===== src/rtl/pcg32_rr_server_if.sv =====
// pcg32_rr_server_if: request/grant/data/seed bundle between the PCG32 server
// and its consumers. The seed_seq stream selector exists only when
// PCG32_SRV_SEQ_EN is defined.
interface pcg32_rr_server_if #(
  parameter int N = 4
) ();
  localparam int IDW = (N > 1) ? $clog2(N) : 1;

  logic [N-1:0]   req;
  logic [N-1:0]   gnt;
  logic           rand_valid;
  logic [31:0]    rand_data;
  logic [IDW-1:0] rand_id;
  logic           seed_valid;
  logic [63:0]    seed;
  logic           seed_ready;
  logic           busy;
`ifdef PCG32_SRV_SEQ_EN
  logic [62:0]    seed_seq;

  modport master (
    output req, seed_valid, seed, seed_seq,
    input  gnt, rand_valid, rand_data, rand_id, seed_ready, busy
  );
  modport slave (
    input  req, seed_valid, seed, seed_seq,
    output gnt, rand_valid, rand_data, rand_id, seed_ready, busy
  );
`else
  modport master (
    output req, seed_valid, seed,
    input  gnt, rand_valid, rand_data, rand_id, seed_ready, busy
  );
  modport slave (
    input  req, seed_valid, seed,
    output gnt, rand_valid, rand_data, rand_id, seed_ready, busy
  );
`endif
endinterface


===== src/rtl/pcg32_rr_server.sv =====
// pcg32_rr_server: one PCG32 (XSH-RR, 64-bit LCG) generator shared by N
// requesters. Round-robin arbitration hands out one 32-bit word per cycle, and
// the generator can be reseeded at runtime with the PCG srandom sequence.
// Build option: define PCG32_SRV_SEQ_EN to add the seed_seq stream selector.
module pcg32_rr_server #(
  parameter int          N          = 4,
  parameter logic [63:0] INIT_STATE = 64'h4d595df4d0f33173,
  parameter logic [63:0] MULT       = 64'd6364136223846793005,
  parameter logic [63:0] INC        = 64'd1442695040888963407
) (
  input logic              clk,
  input logic              reset,
  pcg32_rr_server_if.slave srv
);
  localparam int IDW = (N > 1) ? $clog2(N) : 1;

  typedef enum logic [1:0] {
    RUN    = 2'd0,
    SEED_A = 2'd1,
    SEED_B = 2'd2
  } fsm_t;

  // Registered state
  fsm_t           fsm_q;
  logic [63:0]    state_q;
  logic [63:0]    inc_q;
  logic [IDW-1:0] ptr_q;
  logic [N-1:0]   gnt_q;
  logic           rand_valid_q;
  logic [31:0]    rand_data_q;
  logic [IDW-1:0] rand_id_q;
  logic           seed_ready_q;
  logic           busy_q;

  // Combinational helpers
  logic [63:0]    state_step_d;
  logic [31:0]    word_d;
  logic [63:0]    inc_seed_d;
  logic [N-1:0]   req_masked;
  logic [N-1:0]   win_onehot;
  logic           win_found;
  logic [IDW-1:0] win_idx;
  logic [IDW-1:0] ptr_d;
  logic           seed_accept;
  logic           grant_en;

  // XSH-RR output permutation. Rotating a doubled copy of x keeps r==0 safe
  // (no shift by 32).
  function automatic logic [31:0] permute(input logic [63:0] s);
    logic [31:0] x;
    logic [63:0] xx;
    logic [4:0]  r;
    x  = 32'(((s >> 18) ^ s) >> 27);
    r  = s[63:59];
    xx = {x, x} >> r;
    return xx[31:0];
  endfunction

  // LCG step and permuted word of the current state
  always_comb begin
    state_step_d = state_q * MULT + inc_q;
    word_d       = permute(state_q);
  end

  // Increment that takes effect when a seed is accepted
`ifdef PCG32_SRV_SEQ_EN
  assign inc_seed_d = {srv.seed_seq, 1'b1};
`else
  assign inc_seed_d = INC;
`endif

  // Requesters at or above the round-robin pointer get first look
  for (genvar gi = 0; gi < N; gi++) begin : g_mask
    assign req_masked[gi] = srv.req[gi] && (gi >= int'(ptr_q));
  end

  // Winner: lowest masked requester, else lowest requester overall
  always_comb begin
    win_found = |srv.req;
    win_idx   = '0;
    if (|req_masked) begin
      for (int i = N - 1; i >= 0; i--) begin
        if (req_masked[i]) win_idx = IDW'(i);
      end
    end else begin
      for (int i = N - 1; i >= 0; i--) begin
        if (srv.req[i]) win_idx = IDW'(i);
      end
    end
    ptr_d = (win_idx == IDW'(N - 1)) ? '0 : win_idx + IDW'(1);
  end

  // One-hot form of the winner for the grant register
  for (genvar gi = 0; gi < N; gi++) begin : g_onehot
    assign win_onehot[gi] = (IDW'(gi) == win_idx);
  end

  // A seed in RUN beats any request. The seeded state is already in state_q
  // while in SEED_B, so the SEED_B->RUN edge can serve the first grant.
  always_comb begin
    seed_accept = (fsm_q == RUN) && srv.seed_valid;
    grant_en    = win_found && (((fsm_q == RUN) && !srv.seed_valid) || (fsm_q == SEED_B));
  end

  // Control FSM, generator state and registered outputs
  always_ff @(posedge clk) begin
    if (reset) begin
      fsm_q        <= RUN;
      state_q      <= INIT_STATE;
      inc_q        <= INC;
      ptr_q        <= '0;
      gnt_q        <= '0;
      rand_valid_q <= 1'b0;
      rand_data_q  <= '0;
      rand_id_q    <= '0;
      seed_ready_q <= 1'b1;
      busy_q       <= 1'b0;
    end else begin
      gnt_q        <= '0;
      rand_valid_q <= 1'b0;
      case (fsm_q)
        RUN: begin
          if (seed_accept) begin
            // Equivalent to step(0)+seed: the srandom first phase folded in
            inc_q        <= inc_seed_d;
            state_q      <= inc_seed_d + srv.seed;
            fsm_q        <= SEED_A;
            seed_ready_q <= 1'b0;
            busy_q       <= 1'b1;
          end
        end
        SEED_A: begin
          // Second srandom phase: this produces the seeded state
          state_q <= state_step_d;
          fsm_q   <= SEED_B;
        end
        SEED_B: begin
          fsm_q        <= RUN;
          seed_ready_q <= 1'b1;
          busy_q       <= 1'b0;
        end
        default: begin
          fsm_q        <= RUN;
          seed_ready_q <= 1'b1;
          busy_q       <= 1'b0;
        end
      endcase

      if (grant_en) begin
        gnt_q        <= win_onehot;
        rand_valid_q <= 1'b1;
        rand_data_q  <= word_d;
        rand_id_q    <= win_idx;
        state_q      <= state_step_d;
        ptr_q        <= ptr_d;
      end
    end
  end

  assign srv.gnt        = gnt_q;
  assign srv.rand_valid = rand_valid_q;
  assign srv.rand_data  = rand_data_q;
  assign srv.rand_id    = rand_id_q;
  assign srv.seed_ready = seed_ready_q;
  assign srv.busy       = busy_q;

endmodule


===== src/flat_wrapper.sv =====
// flat-port wrapper written by rule: the top's interface ports become plain ports
module pcg32_rr_server_flat 
#(
  parameter int          N          = 4,
  parameter logic [63:0] INIT_STATE = 64'h4d595df4d0f33173,
  parameter logic [63:0] MULT       = 64'd6364136223846793005,
  parameter logic [63:0] INC        = 64'd1442695040888963407
)
  (clk, reset, srv_req, srv_seed_valid, srv_seed, srv_gnt, srv_rand_valid, srv_rand_data, srv_rand_id, srv_seed_ready, srv_busy);
  pcg32_rr_server_if #(.N(N)) srv_i ();
  input logic clk;
  input logic reset;
  input wire logic [$bits(srv_i.req)-1:0] srv_req;
  input wire logic [$bits(srv_i.seed_valid)-1:0] srv_seed_valid;
  input wire logic [$bits(srv_i.seed)-1:0] srv_seed;
  output wire logic [$bits(srv_i.gnt)-1:0] srv_gnt;
  output wire logic [$bits(srv_i.rand_valid)-1:0] srv_rand_valid;
  output wire logic [$bits(srv_i.rand_data)-1:0] srv_rand_data;
  output wire logic [$bits(srv_i.rand_id)-1:0] srv_rand_id;
  output wire logic [$bits(srv_i.seed_ready)-1:0] srv_seed_ready;
  output wire logic [$bits(srv_i.busy)-1:0] srv_busy;
  assign srv_i.req = srv_req;
  assign srv_i.seed_valid = srv_seed_valid;
  assign srv_i.seed = srv_seed;
  assign srv_gnt = srv_i.gnt;
  assign srv_rand_valid = srv_i.rand_valid;
  assign srv_rand_data = srv_i.rand_data;
  assign srv_rand_id = srv_i.rand_id;
  assign srv_seed_ready = srv_i.seed_ready;
  assign srv_busy = srv_i.busy;
  pcg32_rr_server #(.N(N), .INIT_STATE(INIT_STATE), .MULT(MULT), .INC(INC)) u_core (.clk(clk), .reset(reset), .srv(srv_i));
endmodule

===== config.mk =====
export PLATFORM = sky130hd
export DESIGN_NAME = pcg32_rr_server_flat
export DESIGN_NICKNAME = d
export VERILOG_FILES = /design/src/rtl/pcg32_rr_server_if.sv /design/src/rtl/pcg32_rr_server.sv /design/src/flat_wrapper.sv
export SDC_FILE = /design/constraint.sdc
export NUM_CORES = 2
export LEC_CHECK = 0
export BUFFER_PORTS_ARGS = -buffer_cell sky130_fd_sc_hd__buf_4
export CORE_MARGIN = 3
export CORE_UTILIZATION = 72
export CTS_CLUSTER_SIZE = 16
export DETAILED_ROUTE_END_ITERATION = 16
export HOLD_SLACK_MARGIN = 0.03
export PLACE_DENSITY = 0.9
export RECOVER_POWER = 25
export SLEW_MARGIN = 5
export SYNTH_ARGS = -nofsm -noshare
export SYNTH_HDL_FRONTEND = slang
export SYNTH_SLANG_ARGS = --single-unit

===== constraint.sdc =====
create_clock -name clk -period 27.4 [get_ports clk]
set_input_delay 1.37 -clock clk [delete_from_list [all_inputs] [get_ports clk]]
set_output_delay 1.37 -clock clk [all_outputs]
set_load 0.05 [all_outputs]

==> impl_metrics.csv <==
group,metric,value,unit
worst_setup_path,cp.required,27.63,ns
sta,setup_viol,0,
yosys,syn_inst,4282,
yosys,ys_warn_count,0,
worst_setup_path,crit_path_start_kind,"register",
placement,placed_cells,5108,
worst_setup_path,r2r_end,"u_core.state_q[63]",
yosys,syn-mean-instance-area,9.82,um2
sta,setup_tns,0,ns
placement,hpwl,132000,um
clocking,clk_path_buf_depth,2,
clocking,cts_hold_buf,0,
placement,numPortBuffers,111,
grt,grt_pass1_wl,228000,um
grt,grt_use_total,52.8,%
route,antenna_left,0,
clocking,cts.clk_slew.worst_paths,0.12,ns
sta,max_freq,101,MHz
cells_and_area,finalNetCount,5974,
worst_setup_path,path_common_cell,"fa_1",
die,core_area,57000,um2
die,die_area,61300,um2
sta,period_needed,9.88,ns
placement,post_dp_cell_area,43900,um2
clocking,cts_sinks,109,
min_path,hold_class,"reg -> reg",
yosys,netlist_area,42100,um2
grt,grt_pass1_vias,35200,
sta,skew,0.0305,ns
die,top_level_ports,112,
yosys,synth_edf_count,0,
yosys,synth-seq-cells,109,
cells_and_area,syn_to_final_growth,4.91,%
worst_setup_path,worst_setup_path_end_kind,"register",
route,drtPass1Iterations,6,
clocking,clock_tree.root_cell,"clkbuf_16",
die,start_util,73.7,%
route,viasPerCell,6.37,
sta,relSlewSlack,-72.2,%
clocking,cts_buffers,9,
sta,period_share,36.1,%
worst_setup_path,reg2reg_depth,28,
worst_setup_path,cp_max_fo,13,
yosys,yosysSeqAreaShare,5.19,%
route,drc_errors,0,
worst_setup_path,endpoint,"u_core.state_q[63]",
clocking,cts_max_level,3,
clocking,cts_resized,0,
worst_setup_path,timing.rr.start,"u_core.state_q[11]",
worst_setup_path,crit_type,"reg -> reg",
clocking,cts_tree,"built",
cells_and_area,fin_area,44100,um2
worst_setup_path,startpoint,"u_core.state_q[11]",
die,fp.dieH,248,um
grt,grt_max_degree,67,
worst_setup_path,r2r_slack,17.52,ns
die,rows,87,
worst_setup_path,max_stage_delay,0.93,ns
yosys,synthArstFlopShare,0,%
worst_setup_path,critical_path_arrival,10.11,ns
sta,rsz0062_at_grt,"no",
yosys,yosys.cell_types.count,74,
cells_and_area,drive_gt1_share,4.62,%
clocking,clk_latency,0.42,ns
placement,gp_congestion,1.12,
route,routed_wirelength,156000,um
worst_setup_path,slowest_stage,"dfxtp_1",
cells_and_area,final_cell_mix,"1307 x inv_1, 950 x fa_1, 590 x ha_1, 154 x nor2_1, 140 x nand2_1",
sta,slew_viol_final,80,
clocking,post-cts-setup-buffer-count,0,
die,die_w,248,um
cells_and_area,final_util,77.3,%
cells_and_area,layout_commonest_cell,"inv_1",
grt,antenna_found_initial,7,
route,vias,32700,
run,cap_violations,2,
sta,tightest_slew,2.58,ns
cells_and_area,final_cells,5127,
yosys,dominantRegCellSynth,"dfxtp_1",
run_status,status,"finished with violations",
route,wire_per_inst,30.3,um
grt,overflow,0,
route,drt_iter0_drc,3771,
sta,hold_viol,0,
run_status,violations,"max-capacitance violations, max-slew violations",
yosys,synth_nets,5893,
kinds of logic after synthesis:
kind of cell,after synthesis,synth area share [%]
and+or+nand+nor,440,4.74
adders and majority gates,1540,62.8
buffers and inverters,1407,12.6
muxes,99,3.03
AOI/OAI and AO/OA,493,7.62
DFF,109,5.19
xor gates and xnor gates,194,4.04
layout make-up:
cell class	count	area, um2
clock buffer	9	225
tap	756	946
multi-input combinational	2766	34600
inverter	1309	4910
timing repair buffer	168	1120
clock inverter	7	98.8
fill	3825	12900
antenna	3	7.51
sequential	109	2190
routing by layer:
metal,GRT usage (%),part of all wire [%],up-vias
met5,0,0.046,-
met4,44.1,11,10
met3,19.0,13,841
met2,77.6,43,2517
met1,62.1,33,16000
li1,-,-,13300
synthesized netlist by cell type, drive strengths merged, types with 4 or more instances:
library cell  count  area, um2
xor2             61        534
nand4            23        144
o211ai           39        293
dfxtp           109       2180
xnor2           133       1160
o21a             12       90.1
mux4             22        495
nor3b             4       30.0
and3             12       75.1
inv            1309       4910
nand3            20        100
nor2            154        578
mux2              7       78.8
nor4             11       75.1
a21oi           128        648
a31oi            14       87.6
o41ai             6       60.1
clkbuf           83        312
o22ai             9       56.3
and2             10       62.6
mux2i            70        701
a221oi            7       61.3
nand2b            9       63.8
fa              950      19000
nor3             31        160
o31ai             5       37.5
buf              15       72.6
nand2           141        532
o221ai            4       35.0
nor2b            10       62.6
or3               6       42.5
o21bai           12       90.1
o31a              4       43.8
a211oi           72        546
a21o             29        218
o21ai           114        578
a311oi            9       78.8
ha              590       7380
a21boi            4       30.0
worst min-delay path by stage:
stage                                   from                       end  cells past startpoint
floorplan                    u_core.ptr_q[0]           u_core.ptr_q[0]                      2
global placement    u_core.srv.rand_data[12]  u_core.srv.rand_data[12]                      2
detailed placement  u_core.srv.rand_data[31]  u_core.srv.rand_data[31]                      2
CTS                 u_core.srv.rand_data[31]  u_core.srv.rand_data[31]                      2
global route        u_core.srv.rand_data[31]  u_core.srv.rand_data[31]                      2
finish              u_core.srv.rand_data[31]  u_core.srv.rand_data[31]                      2
registers in the layout (all words and copies together), names as in the netlist:
name	cells
u_core.srv.busy	1
u_core.srv.gnt	4
u_core.srv.seed_ready	1
u_core.srv.rand_data	32
u_core.srv.rand_id	2
u_core.srv.rand_valid	1
u_core.fsm_q	2
u_core.ptr_q	2
u_core.state_q	64
per-stage QoR:
step / setup slack (ns) / hold slack [ns]
after floorplan: 18.61 / 0.481
after global placement: 18.06 / 0.444
after detailed placement: 17.96 / 0.447
after CTS: 17.95 / 0.459
after global routing: 17.20 / 0.502
final: 17.52 / 0.460
worst max-delay path: cells and delay by family, from the launching register on:
family | cells | cell delay (ns)
fa+ha+maj | 11 | 5.44
compound gates | 5 | 1.44
simple gates | 5 | 0.95
flops | 1 | 0.93
buf+inv | 5 | 0.63
xor+xnor | 2 | 0.28
Power is not shown: default switching activity piles up to over one toggle a cycle in this logic, so the estimate is an artifact.
